### src/rtl/fetch_pkg.sv
// Shared types and constants for the instruction-fetch slice.
//   MEM_DEPTH / ADDR_WIDTH : default instruction memory geometry (16-bit words)
//   instr_t                : one Thumb-style halfword instruction
//   fetch_entry_t          : prefetch buffer entry (instruction + byte PC)
package fetch_pkg;

  localparam int MEM_DEPTH  = 4096;
  localparam int ADDR_WIDTH = $clog2(MEM_DEPTH);

  typedef logic [15:0] instr_t;

  typedef struct packed {
    instr_t                instr;
    logic [ADDR_WIDTH:0]   pc;
  } fetch_entry_t;

endpackage

### src/rtl/instr_fetch_if.sv
// Bus bundle between the fetch unit, instruction memory and decode.
//   fetch_en, redirect_valid, redirect_addr : control from core / execute
//   mem_addr, mem_en, mem_rd_en, mem_wr_en  : read port to synchronous memory
//   mem_rdata                               : memory dout, one cycle after strobe
//   instr, instr_pc, instr_valid            : decode-side output, valid/ready
//   instr_ready                             : decode accepts instr
// Modports: master = fetch unit, slave = environment (memory + decode + execute).
interface instr_fetch_if #(
  parameter int ADDR_WIDTH = fetch_pkg::ADDR_WIDTH
);

  logic                  fetch_en;
  logic                  redirect_valid;
  logic [ADDR_WIDTH:0]   redirect_addr;
  logic [ADDR_WIDTH-1:0] mem_addr;
  logic                  mem_en;
  logic                  mem_rd_en;
  logic                  mem_wr_en;
  fetch_pkg::instr_t     mem_rdata;
  fetch_pkg::instr_t     instr;
  logic [ADDR_WIDTH:0]   instr_pc;
  logic                  instr_valid;
  logic                  instr_ready;

  modport master (
    input  fetch_en, redirect_valid, redirect_addr, mem_rdata, instr_ready,
    output mem_addr, mem_en, mem_rd_en, mem_wr_en, instr, instr_pc, instr_valid
  );

  modport slave (
    output fetch_en, redirect_valid, redirect_addr, mem_rdata, instr_ready,
    input  mem_addr, mem_en, mem_rd_en, mem_wr_en, instr, instr_pc, instr_valid
  );

endinterface

### src/rtl/fetch_fifo.sv
// Prefetch buffer: small power-of-two circular FIFO of fetch entries.
//   clk, rst        : clock, synchronous active-high reset (pointers/count only)
//   push, push_data : write an entry at the tail
//   pop, pop_data   : advance the head; pop_data always shows the head entry
//   flush           : empty the buffer, overriding push and pop
//   count, full, empty : occupancy status
// The caller guarantees no push when full and no pop when empty.
module fetch_fifo
  import fetch_pkg::*;
#(
  parameter int  DEPTH   = 2,
  parameter type entry_t = fetch_entry_t,
  localparam int PW      = $clog2(DEPTH),
  localparam int CW      = $clog2(DEPTH) + 1
) (
  input  logic          clk,
  input  logic          rst,
  input  logic          push,
  input  entry_t        push_data,
  input  logic          pop,
  input  logic          flush,
  output entry_t        pop_data,
  output logic [CW-1:0] count,
  output logic          full,
  output logic          empty
);

  entry_t        mem_q [DEPTH];
  logic [PW-1:0] wr_ptr_q, wr_ptr_d;
  logic [PW-1:0] rd_ptr_q, rd_ptr_d;
  logic [CW-1:0] count_q, count_d;

  always_comb begin
    wr_ptr_d = wr_ptr_q;
    rd_ptr_d = rd_ptr_q;
    count_d  = count_q;
    if (flush) begin
      wr_ptr_d = '0;
      rd_ptr_d = '0;
      count_d  = '0;
    end else begin
      if (push) wr_ptr_d = wr_ptr_q + PW'(1);
      if (pop)  rd_ptr_d = rd_ptr_q + PW'(1);
      case ({push, pop})
        2'b10:   count_d = count_q + CW'(1);
        2'b01:   count_d = count_q - CW'(1);
        default: count_d = count_q;
      endcase
    end
  end

  always_ff @(posedge clk) begin
    if (rst) begin
      wr_ptr_q <= '0;
      rd_ptr_q <= '0;
      count_q  <= '0;
    end else begin
      wr_ptr_q <= wr_ptr_d;
      rd_ptr_q <= rd_ptr_d;
      count_q  <= count_d;
    end
  end

  always_ff @(posedge clk) begin
    if (push && !flush) mem_q[wr_ptr_q] <= push_data;
  end

  assign pop_data = mem_q[rd_ptr_q];
  assign count    = count_q;
  assign full     = (count_q == CW'(DEPTH));
  assign empty    = (count_q == '0);

endmodule

### src/rtl/instr_fetch.sv
// Instruction-fetch initiator for the 16-bit Thumb-style CPU.
//   clk, rst : system clock, synchronous active-high reset
//   bus      : instr_fetch_if.master -- memory read port, decode valid/ready
//              output, fetch_en and branch redirect inputs
// Optional build macro INSTR_FETCH_PERF_CNT_EN adds saturating counters:
//   perf_issue_cnt : issued memory reads
//   perf_flush_cnt : words discarded by redirects (buffered + in flight)
//   perf_stall_cnt : cycles with instr_valid && !instr_ready
// Reads are credit-limited so every returning word has a buffer slot; a word
// popped in the same cycle frees its slot early to sustain 1 instr/cycle.
module instr_fetch
  import fetch_pkg::*;
#(
  parameter int MEM_DEPTH  = fetch_pkg::MEM_DEPTH,
  parameter int ADDR_WIDTH = $clog2(MEM_DEPTH),
  parameter int FIFO_DEPTH = 2,
  parameter int RESET_ADDR = 0
) (
  input  logic          clk,
  input  logic          rst,
  instr_fetch_if.master bus
`ifdef INSTR_FETCH_PERF_CNT_EN
  ,
  output logic [31:0]   perf_issue_cnt,
  output logic [31:0]   perf_flush_cnt,
  output logic [31:0]   perf_stall_cnt
`endif
);

  localparam int CW = $clog2(FIFO_DEPTH) + 1;
  localparam logic [CW:0]           DEPTH_W   = (CW + 1)'(FIFO_DEPTH);
  localparam logic [ADDR_WIDTH-1:0] RESET_PTR = ADDR_WIDTH'(RESET_ADDR >> 1);
  localparam logic [ADDR_WIDTH-1:0] LAST_PTR  = ADDR_WIDTH'(MEM_DEPTH - 1);

  typedef struct packed {
    instr_t              instr;
    logic [ADDR_WIDTH:0] pc;
  } entry_t;

  function automatic logic [ADDR_WIDTH-1:0] ptr_inc(input logic [ADDR_WIDTH-1:0] p);
    return (p == LAST_PTR) ? '0 : p + ADDR_WIDTH'(1);
  endfunction

  logic [ADDR_WIDTH-1:0] fetch_ptr_q, fetch_ptr_d;
  logic                  vld_p1_q, vld_p1_d;
  logic [ADDR_WIDTH-1:0] addr_p1_q, addr_p1_d;

  logic                  redirect;
  logic [ADDR_WIDTH-1:0] target;
  logic [ADDR_WIDTH-1:0] issue_addr;
  logic [CW:0]           used;
  logic                  issue;
  logic                  push_ok;
  logic                  pop_ok;
  entry_t                push_entry;
  entry_t                head;
  logic [CW-1:0]         fifo_count;
  logic                  fifo_full;
  logic                  fifo_empty;
  logic                  unused_addr_bit0;

  assign redirect         = bus.redirect_valid;
  assign target           = bus.redirect_addr[ADDR_WIDTH:1];
  assign unused_addr_bit0 = bus.redirect_addr[0];

  // Stage p0: credit check, read issue and fetch pointer update
  always_comb begin
    pop_ok      = !fifo_empty && bus.instr_ready && !redirect;
    used        = {1'b0, fifo_count} + {{CW{1'b0}}, vld_p1_q} - {{CW{1'b0}}, pop_ok};
    issue       = !rst && bus.fetch_en && (redirect || (used < DEPTH_W));
    issue_addr  = redirect ? target : fetch_ptr_q;
    fetch_ptr_d = fetch_ptr_q;
    if (redirect)   fetch_ptr_d = issue ? ptr_inc(target) : target;
    else if (issue) fetch_ptr_d = ptr_inc(fetch_ptr_q);
    vld_p1_d    = issue;
    addr_p1_d   = issue_addr;
  end

  always_ff @(posedge clk) begin
    if (rst) begin
      fetch_ptr_q <= RESET_PTR;
      vld_p1_q    <= 1'b0;
    end else begin
      fetch_ptr_q <= fetch_ptr_d;
      vld_p1_q    <= vld_p1_d;
    end
  end

  always_ff @(posedge clk) begin
    addr_p1_q <= addr_p1_d;
  end

  assign bus.mem_addr  = issue_addr;
  assign bus.mem_en    = issue;
  assign bus.mem_rd_en = issue;
  assign bus.mem_wr_en = 1'b0;

  // Stage p1: memory data returns and is written into the prefetch buffer
  always_comb begin
    push_ok          = vld_p1_q && !redirect && (!fifo_full || pop_ok);
    push_entry.instr = bus.mem_rdata;
    push_entry.pc    = {addr_p1_q, 1'b0};
  end

  fetch_fifo #(
    .DEPTH   (FIFO_DEPTH),
    .entry_t (entry_t)
  ) u_fifo (
    .clk       (clk),
    .rst       (rst),
    .push      (push_ok),
    .push_data (push_entry),
    .pop       (pop_ok),
    .flush     (redirect),
    .pop_data  (head),
    .count     (fifo_count),
    .full      (fifo_full),
    .empty     (fifo_empty)
  );

  // Stage p2: buffer head presented to decode
  assign bus.instr_valid = !fifo_empty;
  assign bus.instr       = fifo_empty ? '0 : head.instr;
  assign bus.instr_pc    = fifo_empty ? '0 : head.pc;

`ifdef INSTR_FETCH_PERF_CNT_EN
  function automatic logic [31:0] sat_add(input logic [31:0] a, input logic [31:0] b);
    logic [32:0] sum;
    sum = {1'b0, a} + {1'b0, b};
    return sum[32] ? '1 : sum[31:0];
  endfunction

  logic [31:0] issue_cnt_q, issue_cnt_d;
  logic [31:0] flush_cnt_q, flush_cnt_d;
  logic [31:0] stall_cnt_q, stall_cnt_d;

  always_comb begin
    issue_cnt_d = sat_add(issue_cnt_q, 32'(issue));
    flush_cnt_d = flush_cnt_q;
    if (redirect) flush_cnt_d = sat_add(flush_cnt_q, 32'(fifo_count) + 32'(vld_p1_q));
    stall_cnt_d = sat_add(stall_cnt_q, 32'(!fifo_empty && !bus.instr_ready));
  end

  always_ff @(posedge clk) begin
    if (rst) begin
      issue_cnt_q <= '0;
      flush_cnt_q <= '0;
      stall_cnt_q <= '0;
    end else begin
      issue_cnt_q <= issue_cnt_d;
      flush_cnt_q <= flush_cnt_d;
      stall_cnt_q <= stall_cnt_d;
    end
  end

  assign perf_issue_cnt = issue_cnt_q;
  assign perf_flush_cnt = flush_cnt_q;
  assign perf_stall_cnt = stall_cnt_q;
`endif

endmodule

### src/flat_wrapper.sv
// flat-port wrapper written by rule: the top's interface ports become plain ports
module instr_fetch_flat import fetch_pkg::*;
#(
  parameter int MEM_DEPTH  = fetch_pkg::MEM_DEPTH,
  parameter int ADDR_WIDTH = $clog2(MEM_DEPTH),
  parameter int FIFO_DEPTH = 2,
  parameter int RESET_ADDR = 0
)
  (clk, rst, bus_fetch_en, bus_redirect_valid, bus_redirect_addr, bus_mem_rdata, bus_instr_ready, bus_mem_addr, bus_mem_en, bus_mem_rd_en, bus_mem_wr_en, bus_instr, bus_instr_pc, bus_instr_valid);
  instr_fetch_if #(.ADDR_WIDTH(ADDR_WIDTH)) bus_i ();
  input  logic clk;
  input  logic rst;
  input wire logic [$bits(bus_i.fetch_en)-1:0] bus_fetch_en;
  input wire logic [$bits(bus_i.redirect_valid)-1:0] bus_redirect_valid;
  input wire logic [$bits(bus_i.redirect_addr)-1:0] bus_redirect_addr;
  input wire logic [$bits(bus_i.mem_rdata)-1:0] bus_mem_rdata;
  input wire logic [$bits(bus_i.instr_ready)-1:0] bus_instr_ready;
  output wire logic [$bits(bus_i.mem_addr)-1:0] bus_mem_addr;
  output wire logic [$bits(bus_i.mem_en)-1:0] bus_mem_en;
  output wire logic [$bits(bus_i.mem_rd_en)-1:0] bus_mem_rd_en;
  output wire logic [$bits(bus_i.mem_wr_en)-1:0] bus_mem_wr_en;
  output wire logic [$bits(bus_i.instr)-1:0] bus_instr;
  output wire logic [$bits(bus_i.instr_pc)-1:0] bus_instr_pc;
  output wire logic [$bits(bus_i.instr_valid)-1:0] bus_instr_valid;
  assign bus_i.fetch_en = bus_fetch_en;
  assign bus_i.redirect_valid = bus_redirect_valid;
  assign bus_i.redirect_addr = bus_redirect_addr;
  assign bus_i.mem_rdata = bus_mem_rdata;
  assign bus_i.instr_ready = bus_instr_ready;
  assign bus_mem_addr = bus_i.mem_addr;
  assign bus_mem_en = bus_i.mem_en;
  assign bus_mem_rd_en = bus_i.mem_rd_en;
  assign bus_mem_wr_en = bus_i.mem_wr_en;
  assign bus_instr = bus_i.instr;
  assign bus_instr_pc = bus_i.instr_pc;
  assign bus_instr_valid = bus_i.instr_valid;
  instr_fetch #(.MEM_DEPTH(MEM_DEPTH), .ADDR_WIDTH(ADDR_WIDTH), .FIFO_DEPTH(FIFO_DEPTH), .RESET_ADDR(RESET_ADDR)) u_core (.clk(clk), .rst(rst), .bus(bus_i));
endmodule
### config.mk
export PLATFORM = sky130hd
export DESIGN_NAME = instr_fetch_flat
export DESIGN_NICKNAME = d
export VERILOG_FILES = /design/src/rtl/fetch_pkg.sv /design/src/rtl/instr_fetch_if.sv /design/src/rtl/fetch_fifo.sv /design/src/rtl/instr_fetch.sv /design/src/flat_wrapper.sv
export SDC_FILE = /design/constraint.sdc
export NUM_CORES = 1
export LEC_CHECK = 0
export CAP_MARGIN = 5
export CORE_ASPECT_RATIO = 0.6
export CORE_UTILIZATION = 45
export DETAILED_ROUTE_END_ITERATION = 7
export GPL_TIMING_DRIVEN = 0
export PLACE_DENSITY = 0.8
export SYNTH_ARGS = -nofsm -noshare
export SYNTH_HDL_FRONTEND = slang
export SYNTH_SLANG_ARGS = --single-unit
### constraint.sdc
create_clock -name clk -period 7.45 [get_ports clk]
set_input_delay 1.49 -clock clk [delete_from_list [all_inputs] [get_ports clk]]
set_output_delay 1.49 -clock clk [all_outputs]
set_load 0.1 [all_outputs]
# Word level (Yosys, flattened, before mapping)
# Memories as Yosys holds them, arrays and structs flattened. A register that Yosys moved wholly into a read port is not among the register bits.
# Cells that the tools add are included.
totals:
  in_bits: 34
  memories: 1
  reg_bits: 29
  ramBits: 56
op_classes:
  order_cmp: 1
  addsub: 8
  mux: 13
  n_reduce_logical: 17
  n_eq_ne: 5
mem_list:
  columns: ["name", "words", "word_bits", "rd", "rd_clocked_by_memory_dff", "write_ports", "line_no", "source"]
  rows:
  - ["u_core.u_fifo.mem_q", 2, 28, 1, 1, 1, "fetch_fifo.sv:28", "entry_t mem_q [DEPTH];"]
op_table:
  columns: ["op", "n"]
  rows:
  - ["2-to-1 mux 12 bit", 6]
  - ["adder 12 x 1 -> 12 bit (second input constant)", 2]
  - ["== test 12 bit (second input constant)", 2]
  - ["2-to-1 mux 16 bit", 1]
  - ["2-to-1 mux 13 bit", 1]
  - ["logical AND 1 bit", 7]
  - ["== test 2 bit (second input constant)", 2]
  - ["logical NOT 1 bit", 4]
  - ["2-to-1 mux 1 bit", 4]
  - ["case mux 2 bit (2 select lines)", 1]
  - ["nonzero test 2 bit", 2]
  - ["adder 2 x 1 -> 3 bit", 1]
  - ["< comparator 3 x 2 -> 1 bit (second input constant)", 1]
  - ["subtractor 3 x 1 -> 3 bit", 1]
  - ["adder 1 bit (second input constant)", 2]
  - ["adder 2 x 1 -> 2 bit (second input constant)", 1]
  - ["== test 2 x 1 -> 1 bit (second input constant)", 1]
  - ["logical NOT 2 bit", 1]
  - ["logical OR 1 bit", 2]
  - ["OR reduction 2 bit", 1]
  - ["subtractor 2 x 1 -> 2 bit (second input constant)", 1]

# Depth between registers and ports, before layout
depth:
  ltp_word: 10
  depth_mapped: 12

# By module
# From an unflattened synthesis, not the netlist that was laid out.
unflattened:
  cells_unflattened: 321
  hier_area_um2: 4110.2
by_module_without_submodules:
  columns: ["mod", "n_inst", "cells_per_inst", "seq_area_each_um2", "area_per_inst_um2"]
  rows:
  - ["fetch_fifo", 1, 112, 1841.8, 2298.5]
  - ["instr_fetch", 1, 209, 500.5, 1811.7]

# Worst setup path before layout
# Ideal clock, no wire load.
synth_timing:
  kind: "input-to-output"
  start: "input bus_redirect_valid"
  end: "output bus_mem_addr[1]"
  setup_slack_ps: 1995
  t_arrival_ps: 3965
  required_ps: 5960
  path_buffers: 2
  stages: 3
  cell_sequence: "buf_12 > clkbuf_1 > o21ai_0"
synth_between:
  elab_chain_cells: 1
synth_lines:
  columns: ["element", "line_no", "source"]
  rows:
  - ["start: declaration", "flat_wrapper.sv:14", "input wire logic [$bits(bus_i.redirect_valid)-1:0] bus_redirect_valid;"]
  - ["2-to-1 mux 12 bit", "instr_fetch.sv:71", "issue_addr = redirect ? target : fetch_ptr_q;"]
  - ["end: declaration", "flat_wrapper.sv:18", "output wire logic [$bits(bus_i.mem_addr)-1:0] bus_mem_addr;"]
# Every way passes these cells.

# Worst setup path in the final report
layout_timing:
  start: "input bus_instr_ready"
  end: "output bus_mem_rd_en"
layout_between:
  elab_chain_cells: 6
layout_lines:
  columns: ["element", "line_no", "source"]
  rows:
  - ["start: declaration", "flat_wrapper.sv:17", "input wire logic [$bits(bus_i.instr_ready)-1:0] bus_instr_ready;"]
  - ["logical AND 1 bit (2 in series)", "instr_fetch.sv:68", "pop_ok = !fifo_empty && bus.instr_ready && !redirect;"]
  - ["subtractor 3 x 1 -> 3 bit", "instr_fetch.sv:69", "used = {1'b0, fifo_count} + {{CW{1'b0}}, vld_p1_q} - {{CW{1'b0}}, pop_ok};"]
  - ["< comparator 3 x 2 -> 1 bit", "instr_fetch.sv:70", "issue = !rst && bus.fetch_en && (redirect || (used < DEPTH_W));"]
  - ["logical OR 1 bit", "instr_fetch.sv:70", null]
  - ["logical AND 1 bit", "instr_fetch.sv:70", null]
  - ["end: declaration", "flat_wrapper.sv:20", "output wire logic [$bits(bus_i.mem_rd_en)-1:0] bus_mem_rd_en;"]
# Every way passes these cells.

==> results.json <==
{
  "synthAdderAreaFrac_pct": 1.48,
  "clk_latency_ns": 0.34,
  "crit_buf_inv": 4,
  "worst_r2r_path_depth": 11,
  "finClkSkew_ns": 0.00566,
  "timing.fmax_ghz": 0.154,
  "htreeDepth": 3,
  "slew_headroom_pct": 32.8,
  "leakagePower_uw": 0.00172,
  "viasPerCell": 5.56,
  "cp_top_family": "buffers and inverters",
  "clock_sinks": 86,
  "muxShareOfSynthArea_pct": 10.4,
  "max-cap-violations": 0,
  "first_global_vias": 2741,
  "timing.final.crit_share_pct": 87.3,
  "setup_viol": 0,
  "final_cell_mix": "clkdlybuf4s50_1, edfxtp_1, nor2_1, dfxtp_1, mux2i_1",
  "clockBufferDepth": 2,
  "rows": 25,
  "p_sw_uw": 337,
  "run_status": "finished clean",
  "ys.warnings.count": 0,
  "dr.pass1.iters": 5,
  "vias": 2904,
  "ys_seq_area_share_pct": 58.8,
  "drc_errors": 0,
  "drtIter0Drc": 315,
  "reg2reg_to": "u_core.fetch_ptr_q[5]",
  "critPathSlowestCell": "clkdlybuf4s50_1",
  "gp_congestion": 0.969,
  "path_clk_slew_ns": 0.06,
  "synth-simple-area-share_pct": 13.4,
  "diodes": 0,
  "synth-compound-area-share_pct": 8.83,
  "area_growth_pct": 32.0,
  "finalNetCount": 447,
  "post_synth_num_cell_types": 55,
  "finalWorstSetupSlack_ns": 0.944,
  "switching_share_pct": 27.6,
  "dp_slack_ns": 1.02,
  "fillCellCount": 642,
  "wire_per_inst_um": 17.6,
  "clock-root-buffer": "clkbuf_16",
  "synth_flop_cell": "edfxtp_1",
  "postCtsHoldBufs": 0,
  "grt_overflow": 0,
  "fin_setup_tns_ns": 0,
  "hp-class": "reg2reg",
  "slew_viol_final": 0,
  "r2r_start": "u_core.u_fifo.count[1]",
  "layout-drive-gt1-share_pct": 11.8,
  "p_clk_share_pct": 39.7,
  "design.core.area_um2": 8100,
  "synthXorXnorAreaFrac_pct": 3.64,
  "endpoint_kind": "primary output",
  "layout_commonest_cell": "clkdlybuf4s50_1",
  "min_from": "u_core.addr_p1_q[8]",
  "crit_path_start_kind": "input pin",
  "r2r_setup_slack_ns": 4.28,
  "internal_power_uw": 886,
  "initial_utilization_pct": 47.9,
  "grt_pass1_wl_um": 14100,
  "grt_max_degree": 29,
  "die_x_um": 122,
  "dp_hpwl_um": 6570,
  "hold_path_depth": 0,
  "antenna_found_initial": 0,
  "drtAntennaViolNets": 0,
  "postCtsSetupRepairBufs": 0,
  "required_ns": 5.96,
  "cp_slowest_stage_delay_ns": 1.12,
  "die-area_um2": 9010,
  "pwr-share-seq_pct": 44.4,
  "worstPathCellList": "clkdlybuf4s50_1, o21ai_0, nor3_1, o21ai_0, fa_1, and3b_1, a22oi_4, inv_2, buf_4, clkdlybuf4s50_1",
  "syn_area_per_cell_um2": 12.1,
  "hold_viol": 0,
  "grtUsageTotal_pct": 21.7,
  "hold_end": "u_core.u_fifo.mem_q[1][8]",
  "io_pins": 79,
  "rsz0062_at_grt": "no",
  "routed_wl_um": 9190,
  "die_h_um": 73.9,
  "tightestPinTransition_ns": 1.00,
  "path_class": "in2out",
  "peakVddDrop_mv": 0.133,
  "critPathMaxFanout": 6,
  "power-per-cell-area_nw_per_um2": 239,
  "cts_resized": 0,
  "cp.arrival_ns": 5.02,
  "io_buffers": 74,
  "synth_area_um2": 3880,
  "ys_ff_latch": 86,
  "synth_edf_count": 56,
  "power_frac_comb_pct": 15.9,
  "synth_top_family_by_area": "simple AND/OR/NAND/NOR gates",
  "postSynthCellCount": 322,
  "min_period_ns": 6.51,
  "cts_buffers": 9,
  "cts_tree": "done",
  "async_flop_share_pct": 0
}
==> layer usage <==
| metal | global-route usage, % | wire length (um) | vias up |
|---|---|---|---|
| met3 | 5.98 | 887 | 13 |
| li1 | - | - | 1353 |
| met4 | 9.05 | 139 | 0 |
| met1 | 31.2 | 4300 | 1382 |
| met2 | 30.9 | 3860 | 156 |
| met5 | 0 | 0 | - |
==> stage by stage <==
| step | util, % | hold WS [ns] | total power (uW) | instance area, um2 | instances |
|---|---|---|---|---|---|
| final | 63.3 | 0.427 | 1220 | 5120 | 522 |
| after global routing | 63.3 | 0.433 | 1260 | 5120 | 522 |
| after CTS | 63.3 | 0.426 | 1230 | 5120 | 522 |
| after detailed placement | 59.2 | 0.412 | 745 | 4800 | 506 |
| after global placement | 58.8 | 0.404 | 741 | 4760 | 505 |
| after floorplan | - | 0.404 | 683 | 3880 | 323 |
==> cell usage after synthesis (5+ instances only) <==
library cell | n | share of area [%]
edfxtp_1 | 56 | 43
nor2_1 | 43 | 4.2
dfxtp_1 | 30 | 15
mux2i_1 | 28 | 7.2
nand3_1 | 12 | 1.5
mux2_2 | 11 | 3.2
nand2_1 | 11 | 1.1
o21ai_0 | 11 | 1.4
xor2_1 | 9 | 2.0
a31oi_1 | 8 | 1.3
inv_1 | 8 | 0.77
clkbuf_1 | 7 | 0.68
a21oi_1 | 6 | 0.77
nor3_1 | 6 | 0.77
o21ai_1 | 6 | 0.77
buf_2 | 5 | 0.64
nand4_1 | 5 | 0.81
==> area by class of cell <==
cell class	count	area, um2	share of cell area (%)
clock inverters	7	104	2.03
well taps	108	135	2.64
multi-input cells	212	1480	28.9
clock buffers	9	225	4.39
flip-flops and latches	86	2280	44.5
repair buffers	75	768	15.0
inverters	9	33.8	0.659
plain buffers	16	93.8	1.83
==> state kept, by name, indices dropped and copies added (netlist names), named ones only <==
signal,cells
u_core.u_fifo.rd_ptr_q,1
u_core.fetch_ptr_q,12
u_core.addr_p1_q,12
u_core.vld_p1_q,1
u_core.u_fifo.wr_ptr_q,1
u_core.u_fifo.mem_q,56
u_core.u_fifo.count,2
==> power groups by stage <==
stage / Combinational (uW) / Sequential [uW] / Clock [uW]
after global routing: 203 / 545 / 508
final: 194 / 543 / 485
after detailed placement: 192 / 553 / 0
after floorplan: 134 / 549 / 0
after CTS: 194 / 542 / 491
after global placement: 189 / 552 / 0
==> worst max path at each step <==
stage | endpoint | startpoint | cells past startpoint
6_report | bus_mem_rd_en | bus_instr_ready | 10
2_1_floorplan | bus_mem_addr[1] | bus_redirect_valid | 3
3_3_place_gp | bus_mem_rd_en | bus_instr_ready | 10
3_5_place_dp | bus_mem_rd_en | bus_instr_ready | 10
4_1_cts | bus_mem_rd_en | bus_instr_ready | 10
5_1_grt | bus_mem_rd_en | bus_instr_ready | 10
==> cell families (layout without fill, tap and decap cells) <==
family / Yosys count / count (layout)
xor gates and xnor gates: 14 / 14
AOI/OAI and AO/OA: 49 / 49
buffers and inverters: 25 / 116
and+or+nand+nor: 104 / 104
adders and majority gates: 4 / 4
muxes: 39 / 39
DFF: 86 / 86
other: 1 / 2
Power figures use the tool's default switching activity.
